===== src/rtl/mc_control.sv =====
// Multi-cycle sequencing controller: steps fetch/decode/execute/memory/writeback
// over a shared variable-latency memory, with wait-timeout supervision and a sticky error state.
module mc_control #(
  parameter int unsigned TIMEOUT     = 16,
  parameter logic [5:0]  BALRZ_FUNCT = 6'h16
) (
  input  logic       clk,
  input  logic       rst_n,
  input  logic [5:0] opcode,
  input  logic [5:0] funct,
  input  logic       zero,
  input  logic       mem_ready,
  output logic       pcwrite,
  output logic       pcwritecond,
  output logic       iord,
  output logic       memread,
  output logic       memwrite,
  output logic       irwrite,
  output logic       regdst,
  output logic       memtoreg,
  output logic       regwrite,
  output logic       link,
  output logic       alusrca,
  output logic [1:0] alusrcb,
  output logic [1:0] aluop,
  output logic [1:0] pcsource,
  output logic       instr_done,
  output logic       error,
  output logic [3:0] state
);

  localparam int unsigned CNT_W   = ($clog2(TIMEOUT) > 4) ? $clog2(TIMEOUT) : 4;
  localparam logic [CNT_W-1:0] CNT_MAX = CNT_W'(TIMEOUT - 1);

  localparam logic [5:0] OP_RTYPE = 6'h00;
  localparam logic [5:0] OP_BEQ   = 6'h04;
  localparam logic [5:0] OP_LW    = 6'h23;
  localparam logic [5:0] OP_SW    = 6'h2B;

  typedef enum logic [3:0] {
    S_RESET  = 4'd0,
    S_FETCH  = 4'd1,
    S_DECODE = 4'd2,
    S_MEMADR = 4'd3,
    S_MEMRD  = 4'd4,
    S_MEMWB  = 4'd5,
    S_MEMWR  = 4'd6,
    S_EXEC   = 4'd7,
    S_RWB    = 4'd8,
    S_BRANCH = 4'd9,
    S_BALRZ  = 4'd10,
    S_ERROR  = 4'd15
  } state_e;

  state_e           state_q, state_d;
  logic [CNT_W-1:0] cnt_q, cnt_d;
  logic             timed_out;
  logic             unused_zero;

  // zero is consumed by the datapath PC-load gating, not by the sequencer
  assign unused_zero = zero;
  assign state       = state_q;
  assign timed_out   = !mem_ready && (cnt_q == CNT_MAX);

  always_ff @(posedge clk or negedge rst_n) begin
    if (!rst_n) begin
      state_q <= S_RESET;
      cnt_q   <= '0;
    end else begin
      state_q <= state_d;
      cnt_q   <= cnt_d;
    end
  end

  // Next state, wait counter and Moore decode (FETCH load enables follow mem_ready)
  always_comb begin
    state_d     = state_q;
    cnt_d       = '0;
    pcwrite     = 1'b0;
    pcwritecond = 1'b0;
    iord        = 1'b0;
    memread     = 1'b0;
    memwrite    = 1'b0;
    irwrite     = 1'b0;
    regdst      = 1'b0;
    memtoreg    = 1'b0;
    regwrite    = 1'b0;
    link        = 1'b0;
    alusrca     = 1'b0;
    alusrcb     = 2'b00;
    aluop       = 2'b00;
    pcsource    = 2'b00;
    instr_done  = 1'b0;
    error       = 1'b0;

    case (state_q)
      S_RESET: state_d = S_FETCH;
      S_FETCH: begin
        memread = 1'b1;
        alusrcb = 2'b01;
        irwrite = mem_ready;
        pcwrite = mem_ready;
        if (mem_ready)      state_d = S_DECODE;
        else if (timed_out) state_d = S_ERROR;
        else                cnt_d   = cnt_q + CNT_W'(1);
      end
      S_DECODE: begin
        alusrcb = 2'b11;
        if (opcode == OP_LW || opcode == OP_SW) state_d = S_MEMADR;
        else if (opcode == OP_RTYPE)            state_d = (funct == BALRZ_FUNCT) ? S_BALRZ : S_EXEC;
        else if (opcode == OP_BEQ)              state_d = S_BRANCH;
        else                                    state_d = S_ERROR;
      end
      S_MEMADR: begin
        alusrca = 1'b1;
        alusrcb = 2'b10;
        state_d = (opcode == OP_LW) ? S_MEMRD : S_MEMWR;
      end
      S_MEMRD: begin
        memread = 1'b1;
        iord    = 1'b1;
        if (mem_ready)      state_d = S_MEMWB;
        else if (timed_out) state_d = S_ERROR;
        else                cnt_d   = cnt_q + CNT_W'(1);
      end
      S_MEMWB: begin
        memtoreg   = 1'b1;
        regwrite   = 1'b1;
        instr_done = 1'b1;
        state_d    = S_FETCH;
      end
      S_MEMWR: begin
        memwrite   = 1'b1;
        iord       = 1'b1;
        instr_done = mem_ready;
        if (mem_ready)      state_d = S_FETCH;
        else if (timed_out) state_d = S_ERROR;
        else                cnt_d   = cnt_q + CNT_W'(1);
      end
      S_EXEC: begin
        alusrca = 1'b1;
        aluop   = 2'b10;
        state_d = S_RWB;
      end
      S_RWB: begin
        regdst     = 1'b1;
        regwrite   = 1'b1;
        instr_done = 1'b1;
        state_d    = S_FETCH;
      end
      S_BRANCH: begin
        alusrca     = 1'b1;
        aluop       = 2'b01;
        pcwritecond = 1'b1;
        pcsource    = 2'b01;
        instr_done  = 1'b1;
        state_d     = S_FETCH;
      end
      S_BALRZ: begin
        alusrca     = 1'b1;
        aluop       = 2'b01;
        regdst      = 1'b1;
        regwrite    = 1'b1;
        link        = 1'b1;
        pcwritecond = 1'b1;
        pcsource    = 2'b10;
        instr_done  = 1'b1;
        state_d     = S_FETCH;
      end
      S_ERROR: error = 1'b1;
      default: state_d = S_ERROR;
    endcase
  end

endmodule


===== config.mk =====
export PLATFORM = sky130hd
export DESIGN_NAME = mc_control
export DESIGN_NICKNAME = d
export VERILOG_FILES = /design/src/rtl/mc_control.sv
export SDC_FILE = /design/constraint.sdc
export NUM_CORES = 1
export LEC_CHECK = 0
export ABC_AREA = 1
export BUFFER_PORTS_ARGS = -buffer_cell sky130_fd_sc_hd__buf_2
export CORE_UTILIZATION = 43
export DETAILED_ROUTE_END_ITERATION = 10
export GPL_ROUTABILITY_DRIVEN = 0
export PLACE_DENSITY = 0.76
export SETUP_SLACK_MARGIN = 0.02
export SLEW_MARGIN = 20
export SYNTH_ARGS = -nofsm -noshare
export SYNTH_HDL_FRONTEND = slang
export SYNTH_SLANG_ARGS = --single-unit

===== constraint.sdc =====
create_clock -name clk -period 1.3 [get_ports clk]
set_input_delay 0 -clock clk [delete_from_list [all_inputs] [get_ports clk]]
set_output_delay 0 -clock clk [all_outputs]
set_load 0.01 [all_outputs]

After elaboration in Yosys (flattened, before gate mapping)
Index checks and enable logic that the tools add are counted.
- flip-flop bits (word level): 8
- logic and storage cells: 61
- output and inout bits: 23
- input port bits: 16
- reduce and logical (&&, ||, !) cells: 14
- eq/ne operators: 16
- add/subtract/negate cells: 1
- mux-type cells: 28
- operator list (cell ; count):
    two-way mux 4 bit ; 10
    case mux 4 bit (8 select lines) ; 1
    equality test 4 bit, second input constant ; 5
    equality test 4 x 3 -> 1 bit, second input constant ; 4
    equality test 6 bit, second input constant ; 2
    two-way mux 1 bit ; 11
    equality test 4 x 2 -> 1 bit, second input constant ; 2
    case mux 2 bit (2 select lines) ; 2
    OR reduction 2 bit ; 4
    OR reduction 4 bit ; 2
    equality test 6 x 3 -> 1 bit, second input constant ; 1
    equality test 6 x 5 -> 1 bit, second input constant ; 1
    zero test 6 bit ; 1
    case mux 2 bit (3 select lines) ; 1
    OR reduction 3 bit ; 2
    OR reduction 5 bit ; 1
    adder 4 x 1 -> 4 bit, second input constant ; 1
    equality test 4 x 1 -> 1 bit, second input constant ; 1
    zero test 4 bit ; 1
    two-way mux 3 bit ; 1
    two-way mux 2 bit ; 1
    case mux 1 bit (2 select lines) ; 1
    logical AND 1 bit ; 1
    zero test 1 bit ; 1
    logical OR 1 bit ; 1

Longest topological paths before layout
- word-level depth: 5
- gate-level depth with buffers: 7
- gate-level depth less buffers: 7

Worst setup path after synthesis
Ideal clock, no wire load.
- path kind: register -> register
- from: register state_q[3], in the netlist state[3]
- to: register cnt_q[0]
- setup slack: 172 ps
- arrival time: 1056 ps
- stages on the path, launching flop included: 8
- required time: 1229 ps
- path buffers: 0
- period minus slack after synthesis: 1128 ps
- library setup time: 71 ps
- cells stage by stage: dfrtp_1 inv_2 nand2_2 nor2_1 nand2_1 nand2_1 nand2_2 nor2_1
- word-level cells in the longest chain between the ends: 3
- elaborated cells between the ends (all ways): 5
- those cells by class: 3 x eq/ne; 1 x mux; 1 x reduce/logical
- RTL lines (what ; RTL line ; RTL):
    start, declared ; 55 ; state_e state_q, state_d;
    start signal, assigned ; 70 ; state_q <= state_d;
    equality test 4 x 3 -> 1 bit or equality test 4 x 1 -> 1 bit (tied branches) ; 96 ; case (state_q)
    OR reduction 3 bit (no source line) * ; - ;
    two-way mux 4 bit * ; - ;
    via cnt_d[0] ; 56 ; logic [CNT_W-1:0] cnt_q, cnt_d;
    end signal, assigned ; 71 ; cnt_q <= cnt_d;
    end, declared ; 56 ;
Mark *: on every way through the listed nets, which the timed path passes. The rest lies on a longest branch.
A chain may end at the register's enable or synchronous reset.

Worst setup path after layout
- from: register state_q[3], in the netlist state[3]
- to: output port instr_done
- word-level cells in the longest chain between the ends: 3
- elaborated cells between the ends (all ways): 7
- those cells by class: 5 x eq/ne; 1 x mux; 1 x reduce/logical
- RTL lines (what ; RTL line ; RTL):
    equality test 4 bit or equality test 4 x 3 -> 1 bit (tied branches) ; 96 ;
    OR reduction 4 bit (no source line) ; - ;
    case mux 1 bit (2 select lines) * ; 96 ;
    end, declared ; 27 ; output logic instr_done,
Mark *: on every way between the ends. The rest lies on a longest branch, timed or not.

==> impl_metrics.csv <==
group,metric,value,unit
cts,cts_sinks,8,
synthesis,synth_top_family_by_area,"simple AND/OR/NAND/NOR gates",
routing,drt_first_iter_violations,27,
synthesis,synth_compound_area_frac,0.06218,
critical_path,end_kind,"output pin",
routing,drtPass1Iterations,4,
placed_design,dp_hpwl,1469,um
synthesis,synth_flop_cell,"dfrtp_1",
timing,post-route-min-period,1352,ps
routing,drtAntennaViolNets,0,
critical_path,rr_startpoint,"state[3]$_DFFE_PN0N_",
timing,rsz0062_at_grt,"true",
synthesis,synth_fa_ha_area_frac,0.01727,
cells_and_area,fin_util,0.6940,
global_route,grt_pass1_vias,742,
timing,finClkSkew,4.750,ps
cts,clock_latency,250,ps
power,cellLeakagePower,0.6705,nW
global_route,grt_usage,0.2083,
cts,clk_pin_slew,60,ps
power,p_sw,0.1082,mW
cts,cts-root-buf,"clkbuf_4",
synthesis,async_reset_ff_frac,1.000,
cells_and_area,final_cells,186,
run_status,status,"finished, violations left",
cells_and_area,finalNetCount,189,
critical_path,required,1300,ps
critical_path,path_class,"reg2out",
critical_path,cp_max_fo,5,
timing,worstMarginPinSlew,226.0,ps
floorplanning,die-area,1853,um^2
power,seq_power_share,0.512,
hold_path,min_path_type,"in2async",
run_status,failed_checks,"setup timing",
synthesis,synth_cell_types,20,
flow_run,cap_violations,0,
synthesis,ys_top_cells_by_area,"dfrtp_1 (28%), nand2_1 (19%), inv_1 (9.8%)",
timing,finalCritPeriodShare,1.040,
synthesis,synth_nets,140,
power,p_comb_frac,0.103,
critical_path,r2r_end,"state[3]$_DFFE_PN0N_",
timing,clock.fmax,0.7396,GHz
floorplanning,die_y,43.05,um
cts,cts_tree,"done",
floorplanning,core_area,1541,um^2
cts,htreeDepth,1,
timing,relSlewSlack,0.8489,
routing,drt_drc_violations_left,0,
floorplanning,io_pins,39,
routing,routed_wl,2025,um
synthesis,syn-instance-count,123,
cells_and_area,syn2layout_area_growth,47.67,%
cts,cts_buffers,3,
synthesis,muxShareOfSynthArea,0,
synthesis,yosysSeqAreaShare,0.2763,
synthesis,yosysWarnings,0,
power,ir_drop,0.5575,mV
cells_and_area,drive_gt1_frac,0.4471,
synthesis,synth_simple_gate_area_frac,0.4853,
floorplanning,start_util,0.4700,
synthesis,synth_top_area_share,0.2763,
cells_and_area,diodes,0,
placed_design,dp_cells,176,
timing,final-setup-viol-count,4,
global_route,grt_max_degree,9,
floorplanning,rows,14,
cts,clockBufferDepth,2,
synthesis,synth_top_cell_by_area,"dfrtp_1",
critical_path,reg2reg_depth,5,
timing,slew_viol_final,0,
power,powerDensity,454.8,nW/um^2
routing,vias_per_cell,5.161,
power,switching_share,0.2224,
routing,vias,960,
floorplanning,die-width,43.05,um
placed_design,numPortBuffers,37,
power,power.internal,0.3783,mW
synthesis,synth_xor_area_frac,0.02418,
routing,wl_per_cell,10.89,um
timing,finalHoldViolCount,0,
critical_path,r2r_setup_slack,30,ps
critical_path,arrival,1350,ps
critical_path,worst_setup_path_start_kind,"flop",
timing,setup_slack,-52.01,ps
global_route,grt_overflow,0,
global_route,grt_pass1_wl,2946,um
global_route,grt_antenna_before_repair,0,
synthesis,synth_area,724.4,um^2
synthesis,avgSynthCellArea,5.890,um^2
synthesis,synth-seq-cells,8,
synthesis,synth_edf_count,0,
power,clock_power_share,0.385,
-- through the flow --
step,power (mW),TNS [ps],instance area [um^2],worst slack (ps),hold WS (ps)
final,0.4866,-136.0,1070,-52.01,105.1
after global routing,0.5141,-878.2,1070,-150.4,136.3
after CTS,0.4919,-131.4,1008,-67.83,104.2
after detailed placement,0.3015,0,929.6,54.17,-150.8
after global placement,0.2992,0,929.6,74.12,-157.8
after floorplan,0.2700,0,724.4,172.1,-295.6
-- worst max-delay path, cell delays in order (launching register included) --
cell and delay [ps]:
dfrtp_2 470, inv_4 110, nor2_4 50, nand2_2 100
nand3_2 90, a21o_1 160, buf_2 130
-- placed cells by master, fill, tap and decap left out, types with 2 or more instances in the layout --
cell	instances
buf_2	36
clkbuf_4	3
a21oi_1	2
nor2_2	2
nand4_1	2
nand3_1	13
inv_1	14
dfrtp_2	3
buf_4	6
nor2_1	16
dfrtp_1	5
o21ai_0	4
buf_6	3
nor2_4	4
nand2_2	8
nand2_1	31
inv_2	7
-- flip-flops by register name, indices dropped and copies added (netlist names) --
name,cells
cnt_q,4
state,4
-- logic make-up after synthesis --
| family | count (synthesis) |
|---|---|
| adder cells (fa/ha/maj) | 1 |
| AND/OR/NAND/NOR | 80 |
| flip-flops | 8 |
| buffers and inverters | 24 |
| AO/OA/AOI/OAI | 8 |
| XOR/XNOR | 2 |
-- timing repair --
item                                    in CTS  in global routing
pin swaps                                    3                  7
endpoints found under the setup margin       9                 22
hold buffers                                 1                  0
gates resized for setup                     10                 14
setup buffers                                3                  3
endpoints found under the hold margin        8                  0
gates cloned                                 0                  0
-- power groups by stage --
stage | clock network, mW | registers [mW] | logic [mW]
6_report | 0.187 | 0.249 | 0.0501
5_1_grt | 0.207 | 0.249 | 0.0580
4_1_cts | 0.192 | 0.249 | 0.0503
3_5_place_dp | 0 | 0.254 | 0.0479
3_3_place_gp | 0 | 0.254 | 0.0456
2_1_floorplan | 0 | 0.254 | 0.0163
-- worst max-delay path by stage --
stage | cells after the start | start | slack (ps) | endpoint
2_1_floorplan | 7 | state[3]$_DFFE_PN0N_ | 170 | cnt_q[0]$_DFF_PN0_
3_3_place_gp | 7 | state[3]$_DFFE_PN0N_ | 70 | cnt_q[3]$_DFF_PN0_
3_5_place_dp | 7 | state[3]$_DFFE_PN0N_ | 50 | cnt_q[0]$_DFF_PN0_
4_1_cts | 7 | state[2]$_DFFE_PN0N_ | -70 | alusrca
5_1_grt | 7 | state[2]$_DFFE_PN0N_ | -150 | alusrca
6_report | 6 | state[3]$_DFFE_PN0N_ | -50 | instr_done
-- Yosys cell counts, types with 2 or more instances --
cell     number
nor2_1       17
o21ai_0       4
inv_2         3
nand2_1      37
nor2_2        4
inv_1        19
nand2_2       3
nand4_1       2
buf_4         2
nand3_1      14
a21oi_1       2
dfrtp_1       8
-- routing by layer --
metal	GRT usage	vias to the layer above	part of all wire
met2	0.3576	58	0.49
li1	-	477	-
met4	0.05455	0	0.027
met1	0.2646	419	0.40
met3	0.04255	6	0.079
met5	0	-	0
-- final cells by class --
type                            count  area (um^2)
Fill cell                         138        471.7
Multi-Input combinational cell     91        469.2
Timing Repair Buffer               46        269.0
Sequential cell                     8        203.9
Inverter                           22        85.08
Clock buffer                        3        22.52
Tap cell                           16        20.02
Note: power is estimated with default switching activity, not from simulation.
